**src/rtl/uart_pkg.sv**
```systemverilog
// Shared UART definitions: receiver FSM encoding and 8N1 frame constants,
// reused by both the transmitter and the receiver.
package uart_pkg;

  localparam int unsigned DEFAULT_OVERSAMPLE = 8;
  localparam int unsigned DATA_BITS          = 8;
  localparam logic        STOP_LEVEL         = 1'b1;

  typedef enum logic [2:0] {
    IDLE,
    START,
    DATA,
    STOP,
    BREAK
  } rx_state_e;

endpackage

```
**src/rtl/uart_rx_if.sv**
```systemverilog
// Receiver-side serial line and byte-output bundle. The master modport is
// the receiver, and the slave modport is the line driver/byte consumer.
interface uart_rx_if;
  import uart_pkg::*;

  logic                 RxD;
  logic [DATA_BITS-1:0] RxD_data;
  logic                 RxD_data_ready;
  logic                 RxD_frame_err;
  logic                 RxD_idle;

  modport master (
    input  RxD,
    output RxD_data,
    output RxD_data_ready,
    output RxD_frame_err,
    output RxD_idle
  );

  modport slave (
    output RxD,
    input  RxD_data,
    input  RxD_data_ready,
    input  RxD_frame_err,
    input  RxD_idle
  );

endinterface

```
**src/rtl/uart_rx_filter.sv**
```systemverilog
// Two-flop synchronizer for the asynchronous RxD pin followed by a 2-bit
// saturating majority filter that advances only on the oversample enable.
module uart_rx_filter (
  input  logic clk,
  input  logic rst,
  input  logic Baud8Tick,
  input  logic RxD,
  output logic rx_bit
);

  logic [1:0] sync;
  logic [1:0] cnt;
  logic [1:0] cnt_nxt;

  // Saturating up/down count toward the synchronized line level
  always_comb begin
    cnt_nxt = cnt;
    if (sync[1] && (cnt != 2'd3)) begin
      cnt_nxt = cnt + 2'd1;
    end else if (!sync[1] && (cnt != 2'd0)) begin
      cnt_nxt = cnt - 2'd1;
    end
  end

  // rx_bit only flips once the counter saturates, so it holds in between
  always_ff @(posedge clk) begin
    if (rst) begin
      sync   <= 2'b11;
      cnt    <= 2'd3;
      rx_bit <= 1'b1;
    end else begin
      sync <= {sync[0], RxD};
      if (Baud8Tick) begin
        cnt <= cnt_nxt;
        if (cnt_nxt == 2'd0) begin
          rx_bit <= 1'b0;
        end else if (cnt_nxt == 2'd3) begin
          rx_bit <= 1'b1;
        end
      end
    end
  end

endmodule

```
**src/rtl/uart_rx.sv**
```systemverilog
// 8N1 UART receiver: oversampled start/data/stop recovery, a one-cycle ready
// or frame-error strobe per frame, break suppression, and idle-line detection.
module uart_rx
  import uart_pkg::*;
#(
  parameter int unsigned OVERSAMPLE    = DEFAULT_OVERSAMPLE,
  parameter int unsigned IDLE_GAP_BITS = 16
) (
  input  logic       clk,
  input  logic       rst,
  input  logic       Baud8Tick,
  uart_rx_if.master  bus
);

  localparam int unsigned PHASE_W = $clog2(OVERSAMPLE);
  localparam int unsigned BIT_W   = $clog2(DATA_BITS);
  localparam int unsigned GAP_MAX = IDLE_GAP_BITS * OVERSAMPLE;
  localparam int unsigned GAP_W   = $clog2(GAP_MAX + 1);

  localparam logic [PHASE_W-1:0] PHASE_MID = PHASE_W'(OVERSAMPLE / 2 - 1);
  localparam logic [PHASE_W-1:0] PHASE_END = PHASE_W'(OVERSAMPLE - 1);
  localparam logic [BIT_W-1:0]   LAST_BIT  = BIT_W'(DATA_BITS - 1);
  localparam logic [GAP_W-1:0]   GAP_SAT   = GAP_W'(GAP_MAX);

  rx_state_e            state, state_n;
  logic [PHASE_W-1:0]   phase, phase_n;
  logic [BIT_W-1:0]     bitcnt, bitcnt_n;
  logic [DATA_BITS-1:0] shift_reg, shift_n;
  logic [DATA_BITS-1:0] data, data_n;
  logic [GAP_W-1:0]     gap, gap_n;
  logic                 ready, ready_n;
  logic                 ferr, ferr_n;
  logic                 idle, idle_n;
  logic                 rx_bit;

  uart_rx_filter u_filter (
    .clk       (clk),
    .rst       (rst),
    .Baud8Tick (Baud8Tick),
    .RxD       (bus.RxD),
    .rx_bit    (rx_bit)
  );

  // State register
  always_ff @(posedge clk) begin
    if (rst) begin
      state <= IDLE;
    end else begin
      state <= state_n;
    end
  end

  // Next-state and datapath decisions; everything advances only on a tick
  always_comb begin
    state_n  = state;
    phase_n  = phase;
    bitcnt_n = bitcnt;
    shift_n  = shift_reg;
    data_n   = data;
    gap_n    = gap;
    ready_n  = 1'b0;
    ferr_n   = 1'b0;

    if (Baud8Tick) begin
      if (state != IDLE) begin
        phase_n = phase + PHASE_W'(1);
      end
      unique case (state)
        IDLE: begin
          if (!rx_bit) begin
            state_n = START;
            phase_n = '0;
          end else if (gap != GAP_SAT) begin
            gap_n = gap + GAP_W'(1);
          end
        end
        START: begin
          // Half a bit in: a line that is high again was only a glitch
          if (phase == PHASE_MID) begin
            if (!rx_bit) begin
              state_n  = DATA;
              phase_n  = '0;
              bitcnt_n = '0;
            end else begin
              state_n = IDLE;
            end
          end
        end
        DATA: begin
          if (phase == PHASE_END) begin
            shift_n  = {rx_bit, shift_reg[DATA_BITS-1:1]};
            bitcnt_n = bitcnt + BIT_W'(1);
            if (bitcnt == LAST_BIT) begin
              state_n = STOP;
            end
          end
        end
        STOP: begin
          if (phase == PHASE_END) begin
            if (rx_bit == STOP_LEVEL) begin
              data_n  = shift_reg;
              ready_n = 1'b1;
              state_n = IDLE;
            end else begin
              ferr_n  = 1'b1;
              state_n = BREAK;
            end
          end
        end
        BREAK: begin
          // Hold here until the line recovers so a stuck-low line yields one error
          if (rx_bit) begin
            state_n = IDLE;
          end
        end
        default: state_n = IDLE;
      endcase
    end

    if (state_n != IDLE) begin
      gap_n = '0;
    end
    idle_n = (gap_n == GAP_SAT);
  end

  // Datapath and registered outputs
  always_ff @(posedge clk) begin
    if (rst) begin
      phase     <= '0;
      bitcnt    <= '0;
      shift_reg <= '0;
      data      <= '0;
      gap       <= '0;
      ready     <= 1'b0;
      ferr      <= 1'b0;
      idle      <= 1'b0;
    end else begin
      phase     <= phase_n;
      bitcnt    <= bitcnt_n;
      shift_reg <= shift_n;
      data      <= data_n;
      gap       <= gap_n;
      ready     <= ready_n;
      ferr      <= ferr_n;
      idle      <= idle_n;
    end
  end

  assign bus.RxD_data       = data;
  assign bus.RxD_data_ready = ready;
  assign bus.RxD_frame_err  = ferr;
  assign bus.RxD_idle       = idle;

endmodule

```
**src/flat_wrapper.sv**
```systemverilog
// flat-port wrapper written by rule: the top's interface ports become plain ports
module uart_rx_flat import uart_pkg::*;
#(
  parameter int unsigned OVERSAMPLE    = DEFAULT_OVERSAMPLE,
  parameter int unsigned IDLE_GAP_BITS = 16
)
  (clk, rst, Baud8Tick, bus_RxD, bus_RxD_data, bus_RxD_data_ready, bus_RxD_frame_err, bus_RxD_idle);
  uart_rx_if bus_i ();
  input  logic clk;
  input  logic rst;
  input  logic Baud8Tick;
  input wire logic [$bits(bus_i.RxD)-1:0] bus_RxD;
  output wire logic [$bits(bus_i.RxD_data)-1:0] bus_RxD_data;
  output wire logic [$bits(bus_i.RxD_data_ready)-1:0] bus_RxD_data_ready;
  output wire logic [$bits(bus_i.RxD_frame_err)-1:0] bus_RxD_frame_err;
  output wire logic [$bits(bus_i.RxD_idle)-1:0] bus_RxD_idle;
  assign bus_i.RxD = bus_RxD;
  assign bus_RxD_data = bus_i.RxD_data;
  assign bus_RxD_data_ready = bus_i.RxD_data_ready;
  assign bus_RxD_frame_err = bus_i.RxD_frame_err;
  assign bus_RxD_idle = bus_i.RxD_idle;
  uart_rx #(.OVERSAMPLE(OVERSAMPLE), .IDLE_GAP_BITS(IDLE_GAP_BITS)) u_core (.clk(clk), .rst(rst), .Baud8Tick(Baud8Tick), .bus(bus_i));
endmodule
```
**config.mk**
```make
export PLATFORM = sky130hd
export DESIGN_NAME = uart_rx_flat
export DESIGN_NICKNAME = d
export VERILOG_FILES = /design/src/rtl/uart_pkg.sv /design/src/rtl/uart_rx_if.sv /design/src/rtl/uart_rx_filter.sv /design/src/rtl/uart_rx.sv /design/src/flat_wrapper.sv
export SDC_FILE = /design/constraint.sdc
export NUM_CORES = 1
export LEC_CHECK = 0
export ABC_AREA = 1
export BUFFER_PORTS_ARGS = -buffer_cell sky130_fd_sc_hd__buf_2
export CORE_MARGIN = 4
export CORE_UTILIZATION = 46
export DETAILED_ROUTE_END_ITERATION = 8
export PLACE_DENSITY_LB_ADDON = 0.12
export SKIP_LAST_GASP = 1
export SYNTH_ARGS = -nofsm -noshare
export SYNTH_HDL_FRONTEND = slang
export SYNTH_SLANG_ARGS = --single-unit
```
**constraint.sdc**
```tcl
create_clock -name clk -period 1.6 [get_ports clk]
set_input_delay 0.08 -clock clk [delete_from_list [all_inputs] [get_ports clk]]
set_output_delay 0.08 -clock clk [all_outputs]
set_load 0.01 [all_outputs]
```
==> results of run 1 <==
==> power breakdown <==
group	switching, mW	internal (mW)	leakage (nW)
registers	0.0266	1.05	0.334
clock network	0.349	0.349	0.0512
logic	0.176	0.124	0.812
==> synthesized netlist by cell type <==
cell,number,area share
ha_1,11,0.070
nand4_1,3,0.0096
nand2_2,1,0.0032
o311ai_0,1,0.0045
a211oi_1,1,0.0038
nand3_4,1,0.0090
clkinv_1,1,0.0019
nand3_2,1,0.0051
a22oi_1,2,0.0077
nand3b_1,1,0.0038
nand2_1,46,0.088
xor2_1,5,0.022
clkbuf_1,2,0.0038
a21oi_1,10,0.026
o21ai_1,1,0.0026
nor3_1,4,0.010
buf_2,2,0.0051
nor2_4,3,0.017
mux2i_1,1,0.0051
o211ai_1,1,0.0038
inv_2,2,0.0038
clkbuf_2,1,0.0026
inv_1,28,0.054
or2_2,3,0.0096
nand3_1,10,0.026
nor2_2,2,0.0064
dfxtp_1,41,0.42
o21ai_0,23,0.059
nor2_1,60,0.12
==> routing by layer <==
layer | track usage | vias up | wire length (um)
met5 | 0 | - | 0
met4 | 0.0553 | 0 | 53
met3 | 0.0427 | 6 | 99
met2 | 0.238 | 22 | 1780
met1 | 0.221 | 751 | 1930
li1 | - | 925 | -
==> cells by family (layout without fill, tap and decap cells) <==
kind of cell,Yosys count,count (layout),share of synthesized area
buffers and inverters,36,72,0.0711
muxes,1,1,0.00513
DFF,41,41,0.420
and+or+nand+nor,135,135,0.304
xor gates and xnor gates,5,5,0.0224
AOI/OAI and AO/OA,39,39,0.107
adders and majority gates,11,11,0.0705
==> final timing paths <==
kind / end / slack (ns) / depth (start not counted)
setup / recovery: u_core.bus.RxD_idle$_SDFF_PP0_ / -0.02 / 13
hold / removal: u_core.bitcnt[1]$_SDFFE_PP0P_ / 0.13 / 2
setup reg to reg: u_core.bus.RxD_idle$_SDFF_PP0_ / -0.02 / 13
hold reg to reg: u_core.u_filter.sync[1]$_SDFF_PP1_ / 0.42 / 1
==> cell type report <==
type | count | area (um^2) | share of cell area
multi-input cells | 191 | 1120 | 0.459
flip-flops and latches | 41 | 830 | 0.339
repair buffers | 33 | 219 | 0.0895
inverters | 31 | 116 | 0.0475
clock buffers | 6 | 82.6 | 0.0337
well taps | 50 | 62.6 | 0.0256
clock inverters | 2 | 13.8 | 0.00562
==> critical path: cells and delay by family (launching register included) <==
family | cells | cell delay [ns]
fa+ha+maj | 2 | 0.35
compound gates | 1 | 0.12
flops | 1 | 0.34
buf+inv | 1 | 0.03
simple gates | 9 | 0.72
==> repair_timing <==
item                       CTS  global route
hold endpoints to repair     1             0
hold buffers                 1             0
resized for setup           11            33
pin swaps                    4            22
setup endpoints to repair   11            29
setup buffers                3             1
==> stage by stage <==
stage	setup TNS [ns]	utilization
2_1_floorplan	0	-
3_3_place_gp	-0.713	0.536
3_5_place_dp	-1.14	0.536
4_1_cts	-0.0131	0.574
5_1_grt	-1.90	0.603
6_report	-0.0284	0.603
==> results.json, run 1 <==
{
  "power_density_mw_per_mm2": 847,
  "power_mw": 2.07,
  "viasPerCell": 4.81,
  "die_w_um": 73.2,
  "startpoint_type": "register",
  "start_util": 0.481,
  "clockRootBuffer": "clkbuf_8",
  "syn_area_mm2": 0.00195,
  "track_usage": 0.159,
  "ys_ff_latch": 41,
  "clock-sinks": 41,
  "grt-ovfl-total": 0,
  "violations": "negative setup slack",
  "syn_avg_cell_area_um2": 7.29,
  "die_area_mm2": 0.00535,
  "maxCapViolations": 0,
  "status": "complete, but fails checks",
  "tightest_slew_ns": 0.312,
  "final.period_utilization": 1.01,
  "crit_start": "u_core.phase[1]$_SDFFE_PP0P_",
  "port_buffers": 14,
  "drive_gt1_frac": 0.276,
  "worst_slack_ns": -0.0199,
  "cts_tree": "built",
  "die_h_um": 73.2,
  "syn_inst": 268,
  "place_ws_ns": -0.165,
  "r2r_start": "u_core.phase[1]$_SDFFE_PP0P_",
  "maxSlewHeadroom": 0.791,
  "areaGrowthSynthToFinish_pct": 25.3,
  "place.gp.congestion": 0.881,
  "finalHoldViolCount": 0,
  "finalSetupViolCount": 2,
  "grt_pass1_vias": 1628,
  "layout_commonest_cell": "nor2_1",
  "drt_iter0_drc": 65,
  "worstPathMaxFanout": 5,
  "dp_hpwl_mm": 2.75,
  "clk_path_buf_depth": 2,
  "fin_area_mm2": 0.00245,
  "clkTransAtPathRegs_ns": 0.08,
  "yosys_warnings": 0,
  "holdWs_ns": 0.132,
  "critPathKind": "register to register",
  "ios": 15,
  "wl_mm": 3.87,
  "cts_buffers": 5,
  "num_rows": 23,
  "crit_path_max_incr_delay_ns": 0.34,
  "fin_skew_ns": 0.00724,
  "grt_pass1_wl_mm": 6.76,
  "maxSlewViolCount": 0,
  "fin_nets": 318,
  "antenna_left": 0,
  "hold_path_class": "input port to register",
  "core_mm2": 0.00406,
  "wire_per_inst_um": 10.9,
  "grt_setup_unrepaired": "true",
  "arrival_ns": 1.85,
  "seq_area_frac_synth": 0.420,
  "max_freq_mhz": 617,
  "ys_types": 29,
  "antenna_found_initial": 0,
  "drc": 0,
  "cp-end-kind": "register",
  "vias": 1704,
  "clk_latency_ns": 0.29,
  "crit_required_ns": 1.83,
  "p_leak_nw": 1.20,
  "grt_max_degree": 18,
  "dr.pass1.iters": 4,
  "syn_nets": 283,
  "hp-start": "rst",
  "htree_levels": 2,
  "cp_common_cell": "nand2_1",
  "dpl_cell_area_mm2": 0.00218,
  "n_antenna_cell": 0,
  "vdd_ir_drop_max_mv": 0.559,
  "dp_cells": 342,
  "layout_common_cells": "nor2_1, nand2_1, dfxtp_1",
  "finalCriticalPeriod_ns": 1.62,
  "slowest_stage": "dfxtp_2",
  "cp_cell_sequence": "ha_4 > ha_4 > nand2_2 > inv_2 > nand3_2 > nand2_2 > o21ai_1 > nand2_1 > nor2_4 > nand2_1 > nor2_1 > nand2_1 > nor2_1",
  "nFillCells": 376,
  "final_cells": 354
}
No activity file was read; power rests on OpenSTA's default activity.
==> run 2, diff against run 1 <==
CORE_MARGIN = default   (was 4)
CORE_UTILIZATION = 40   (was 46)
HOLD_SLACK_MARGIN = 0.08   (was default)
==> run 2 against run 1 <==
The run still ends with negative setup slack left; maximum frequency decreased by 3.0%; via count increased by 1.7%; clock power increased by 2%; flip-flop and latch count unchanged; critical path type unchanged; critical endpoint is now u_core.state[1]$_SDFF_PP0_; largest cell class unchanged; largest power group unchanged.
==> results.json, run 2 (same netlist as run 1, synthesis figures left out) <==
{
  "status": "complete, but fails checks",
  "violations": "negative setup slack",
  "vdd_ir_drop_max_mv": 0.572,
  "core_mm2": 0.00472,
  "clk_path_buf_depth": 2,
  "wire_per_inst_um": 10.5,
  "dp_hpwl_mm": 2.77,
  "p_leak_nw": 1.26,
  "clk_latency_ns": 0.29,
  "num_rows": 25,
  "final_util": 0.538,
  "p_switching_uw": 564,
  "path_buf_inv": 4,
  "start_util": 0.414,
  "hold_depth": 2,
  "crit_path_max_incr_delay_ns": 0.35,
  "clkPwrFrac": 0.339,
  "maxSlewHeadroom": 0.793,
  "drive_gt1_frac": 0.303,
  "antenna_found_initial": 0,
  "worst_slack_ns": -0.0705,
  "maxSlewViolCount": 0,
  "antenna_left": 0,
  "grt_pass1_wl_mm": 6.80,
  "htree_levels": 2,
  "slowest_stage": "dfxtp_2",
  "final.period_utilization": 1.04,
  "grt_pass1_vias": 1584,
  "clockRootBuffer": "clkbuf_8",
  "crit_family": "buffers and inverters",
  "layout_common_cells": "nor2_1, nand2_1, dfxtp_1",
  "cp-end-kind": "register",
  "place.gp.congestion": 0.891,
  "cts_buffers": 5,
  "track_usage": 0.169,
  "die_area_mm2": 0.00517,
  "cp_common_cell": "buf_4",
  "critPathKind": "register to register",
  "arrival_ns": 1.89,
  "port_buffers": 14,
  "clkTransAtPathRegs_ns": 0.07,
  "finalHoldViolCount": 0,
  "startpoint_type": "register",
  "ios": 15,
  "p_int_mw": 1.53,
  "areaGrowthSynthToFinish_pct": 30.1,
  "dp_cells": 359,
  "clock-sinks": 41,
  "cp_cell_sequence": "ha_4 > ha_4 > inv_2 > nor2_1 > nand3_1 > nand3_1 > nand2_2 > buf_4 > buf_4 > buf_4 > a21oi_1",
  "cts_tree": "built",
  "wl_mm": 4.01,
  "crit_required_ns": 1.82,
  "hold_path_class": "input port to register",
  "drc": 0,
  "maxCapViolations": 0,
  "viasPerCell": 4.55,
  "fin_nets": 328,
  "n_antenna_cell": 0,
  "pwr-share-comb": 0.147,
  "finalCriticalPeriod_ns": 1.67,
  "max_freq_mhz": 599,
  "sw_frac_of_total": 0.270,
  "layout_commonest_cell": "nor2_1",
  "dpl_cell_area_mm2": 0.00220,
  "die_h_um": 71.9,
  "grt_max_degree": 18,
  "die_w_um": 71.9,
  "grt_setup_unrepaired": "true",
  "power_mw": 2.09,
  "path_depth": 11,
  "drt_iter0_drc": 77,
  "grt-ovfl-total": 0,
  "fin_area_mm2": 0.00254,
  "finalSetupViolCount": 3,
  "finalSetupTns_ns": -0.152,
  "p_seq_frac": 0.514,
  "rr_worst_depth": 11,
  "vias": 1733,
  "worstPathMaxFanout": 3,
  "dr.pass1.iters": 4,
  "power_density_mw_per_mm2": 822,
  "tightest_slew_ns": 0.311,
  "fin_skew_ns": 0.00666,
  "final_cells": 381
}
[run 2: worst paths after layout]
kind	start	end	slack, ns
min reg2reg	u_core.u_filter.sync[0]$_SDFF_PP1_	u_core.u_filter.sync[1]$_SDFF_PP1_	0.42
max reg2reg	u_core.phase[0]$_SDFFE_PP0P_	u_core.state[1]$_SDFF_PP0_	-0.07
max	u_core.phase[0]$_SDFFE_PP0P_	u_core.state[1]$_SDFF_PP0_	-0.07
min	rst	u_core.bitcnt[1]$_SDFFE_PP0P_	0.14
[run 2: through the flow]
step	worst slack, ns	hold slack (ns)
5_1_grt	-0.189	0.149
3_3_place_gp	-0.112	0.263
6_report	-0.0705	0.142
2_1_floorplan	0.0000476	0.180
4_1_cts	-0.0385	0.141
3_5_place_dp	-0.185	0.267
[run 2: routing by layer]
metal  vias to the layer above  GRT usage  part of all wire
li1                        945          -                 -
met5                         -          0                 0
met3                         7     0.0338             0.022
met2                        14      0.267              0.44
met4                         0     0.0719             0.019
met1                       767      0.225              0.52
[run 2: power groups by stage]
stage / Sequential, mW / Clock, mW / Combinational [mW]
after detailed placement: 1.09 / 0 / 0.285
after CTS: 1.07 / 0.735 / 0.300
final: 1.07 / 0.709 / 0.307
after global routing: 1.08 / 0.772 / 0.351
after global placement: 1.09 / 0 / 0.285
after floorplan: 1.09 / 0 / 0.197
[run 2: area by class of cell]
type                       count  area, um^2
clock buffer                   6        82.6
clock inverter                 2        13.8
fill                         461        2180
inverter                      31         120
multi-input combinational    191        1120
sequential                    41         828
tap                           67        83.8
timing repair buffer          42         283
timing repair inverter         1        7.51
[run 2: timing repair]
item                                   CTS  global route
cloned                                   0             1
hold buffers                             1             0
pin swaps                               11            24
gates resized for setup                 20            25
endpoints found under the hold margin    1             0
buffers inserted                         8             5
setup endpoints to repair               20            30
==> run 3, diff against run 2 <==
CORE_UTILIZATION = 53   (was 40)
==> run 3 against run 2 <==
The run still ends with negative setup slack left; first-iteration DRC count rose by 10%; cell count down 7.3%; clock-buffer cell count unchanged; die area down 24%; clock skew shrank 0.0011 ns; clock power shrank 3.9%; utilization rose by 18 points; setup slack worse by 0.0060 ns; sequential share of layout area rose by 0.82 points; final area down 2.5%; power shrank 0.87%; critical path type unchanged; critical endpoint is now u_core.bus.RxD_idle$_SDFF_PP0_; highest routed layer unchanged.
==> results.json, run 3 (same netlist as run 1, synthesis figures left out) <==
{
  "status": "complete, but fails checks",
  "violations": "negative setup slack",
  "layout_commonest_cell": "nor2_1",
  "maxSlewViolCount": 0,
  "crit_required_ns": 1.83,
  "grt-ovfl-total": 0,
  "max_freq_mhz": 596,
  "worstPathMaxFanout": 5,
  "finalCriticalPeriod_ns": 1.68,
  "power_density_mw_per_mm2": 836,
  "path_buf_inv": 1,
  "n_antenna_cell": 0,
  "tightest_slew_ns": 0.437,
  "antenna_found_initial": 0,
  "wl_mm": 4.31,
  "place_ws_ns": -0.168,
  "cp_common_cell": "nand2_2",
  "holdWs_ns": 0.185,
  "fin_nets": 322,
  "grt_pass1_wl_mm": 7.40,
  "finalHoldViolCount": 0,
  "viasPerCell": 5.14,
  "antenna_left": 0,
  "arrival_ns": 1.90,
  "clock-sinks": 41,
  "final.period_utilization": 1.05,
  "track_usage": 0.241,
  "clk_latency_ns": 0.29,
  "finalSetupViolCount": 5,
  "num_rows": 21,
  "slowest_stage": "dfxtp_2",
  "clockRootBuffer": "clkbuf_8",
  "htree_levels": 2,
  "port_buffers": 14,
  "vias": 1814,
  "grt_setup_unrepaired": "true",
  "die_w_um": 62.7,
  "drc": 0,
  "wire_per_inst_um": 12.2,
  "finalSetupTns_ns": -0.214,
  "die_h_um": 62.7,
  "cp-end-kind": "register",
  "critPathKind": "register to register",
  "hold_path_class": "input port to register",
  "areaGrowthSynthToFinish_pct": 26.9,
  "clk_path_buf_depth": 2,
  "ios": 15,
  "dr.pass1.iters": 5,
  "layout_common_cells": "nor2_1, nand2_1, dfxtp_1",
  "core_mm2": 0.00344,
  "worst_slack_ns": -0.0765,
  "cp_cell_sequence": "ha_4 > ha_4 > inv_1 > nand2_2 > nand2_2 > o21ai_2 > nand2_2 > nor2_4 > nand2_1 > nor2_1 > nand2_1 > nor2_1",
  "cts_tree": "built",
  "crit_path_max_incr_delay_ns": 0.36,
  "maxSlewHeadroom": 0.706,
  "clkTransAtPathRegs_ns": 0.08,
  "place.gp.congestion": 0.789,
  "fin_skew_ns": 0.00558,
  "start_util": 0.567,
  "nFillCells": 286,
  "dp_hpwl_mm": 2.91,
  "startpoint_type": "register",
  "maxCapViolations": 0,
  "cts_buffers": 5,
  "grt_max_degree": 18,
  "drive_gt1_frac": 0.313,
  "drt_iter0_drc": 85,
  "die_area_mm2": 0.00393,
  "grt_pass1_vias": 1704,
  "vdd_ir_drop_max_mv": 0.568,
  "p_leak_nw": 1.21,
  "crit_family": "simple AND/OR/NAND/NOR gates"
}
==> run 3: path summary, 6_finish.rpt <==
kind	slack, ns	startpoint	to	cells after the start
worst min register to register	0.42	u_core.u_filter.sync[0]$_SDFF_PP1_	u_core.u_filter.sync[1]$_SDFF_PP1_	1
worst min-delay path	0.18	rst	u_core.state[1]$_SDFF_PP0_	3
worst max-delay path	-0.08	u_core.phase[0]$_SDFFE_PP0P_	u_core.bus.RxD_idle$_SDFF_PP0_	12
worst max register to register	-0.08	u_core.phase[0]$_SDFFE_PP0P_	u_core.bus.RxD_idle$_SDFF_PP0_	12
==> run 3: final cells by class <==
| type | instances | area (um^2) | area share |
|---|---|---|---|
| multi-input cells | 191 | 1130 | 0.456 |
| flip-flops and latches | 41 | 828 | 0.334 |
| repair buffers | 37 | 256 | 0.103 |
| inverters | 31 | 116 | 0.0469 |
| clock buffers | 6 | 82.6 | 0.0333 |
| well taps | 46 | 57.6 | 0.0232 |
| clock inverters | 1 | 7.51 | 0.00303 |
==> run 3: metal layers <==
layer / global-route usage / wire length (um) / up-vias
li1: - / - / 930
met1: 0.293 / 1970 / 852
met2: 0.399 / 2100 / 26
met3: 0.0566 / 160 / 6
met4: 0.110 / 72 / 0
met5: 0 / 0 / -
==> run 3: worst min-delay path: cells and delay by family <==
| kind | cells | cell delay, ns |
|---|---|---|
| buf+inv | 2 | 0.29 |
| compound gates | 1 | 0.06 |
==> run 3: report_power, final <==
part | leakage, nW | internal [mW] | switching (mW)
registers | 0.333 | 1.05 | 0.0316
logic | 0.837 | 0.128 | 0.182
clock network | 0.0433 | 0.341 | 0.340
total | 1.21 | 1.52 | 0.553
==> run 3: what timing repair did <==
action	CTS	global route
pin swaps	11	17
endpoints found under the setup margin	13	23
gates resized for setup	15	38
setup buffers	6	2
hold buffers	1	0
endpoints found under the hold margin	1	0
==> run 3: per-stage QoR <==
step / utilization / total power, mW / std cells / instance area [um^2]
3_5_place_dp: 0.631 / 1.37 / 338 / 2170
3_3_place_gp: 0.631 / 1.37 / 338 / 2170
6_report: 0.720 / 2.07 / 353 / 2480
4_1_cts: 0.683 / 2.06 / 351 / 2350
2_1_floorplan: - / 1.28 / 268 / 1950
5_1_grt: 0.720 / 2.18 / 353 / 2480
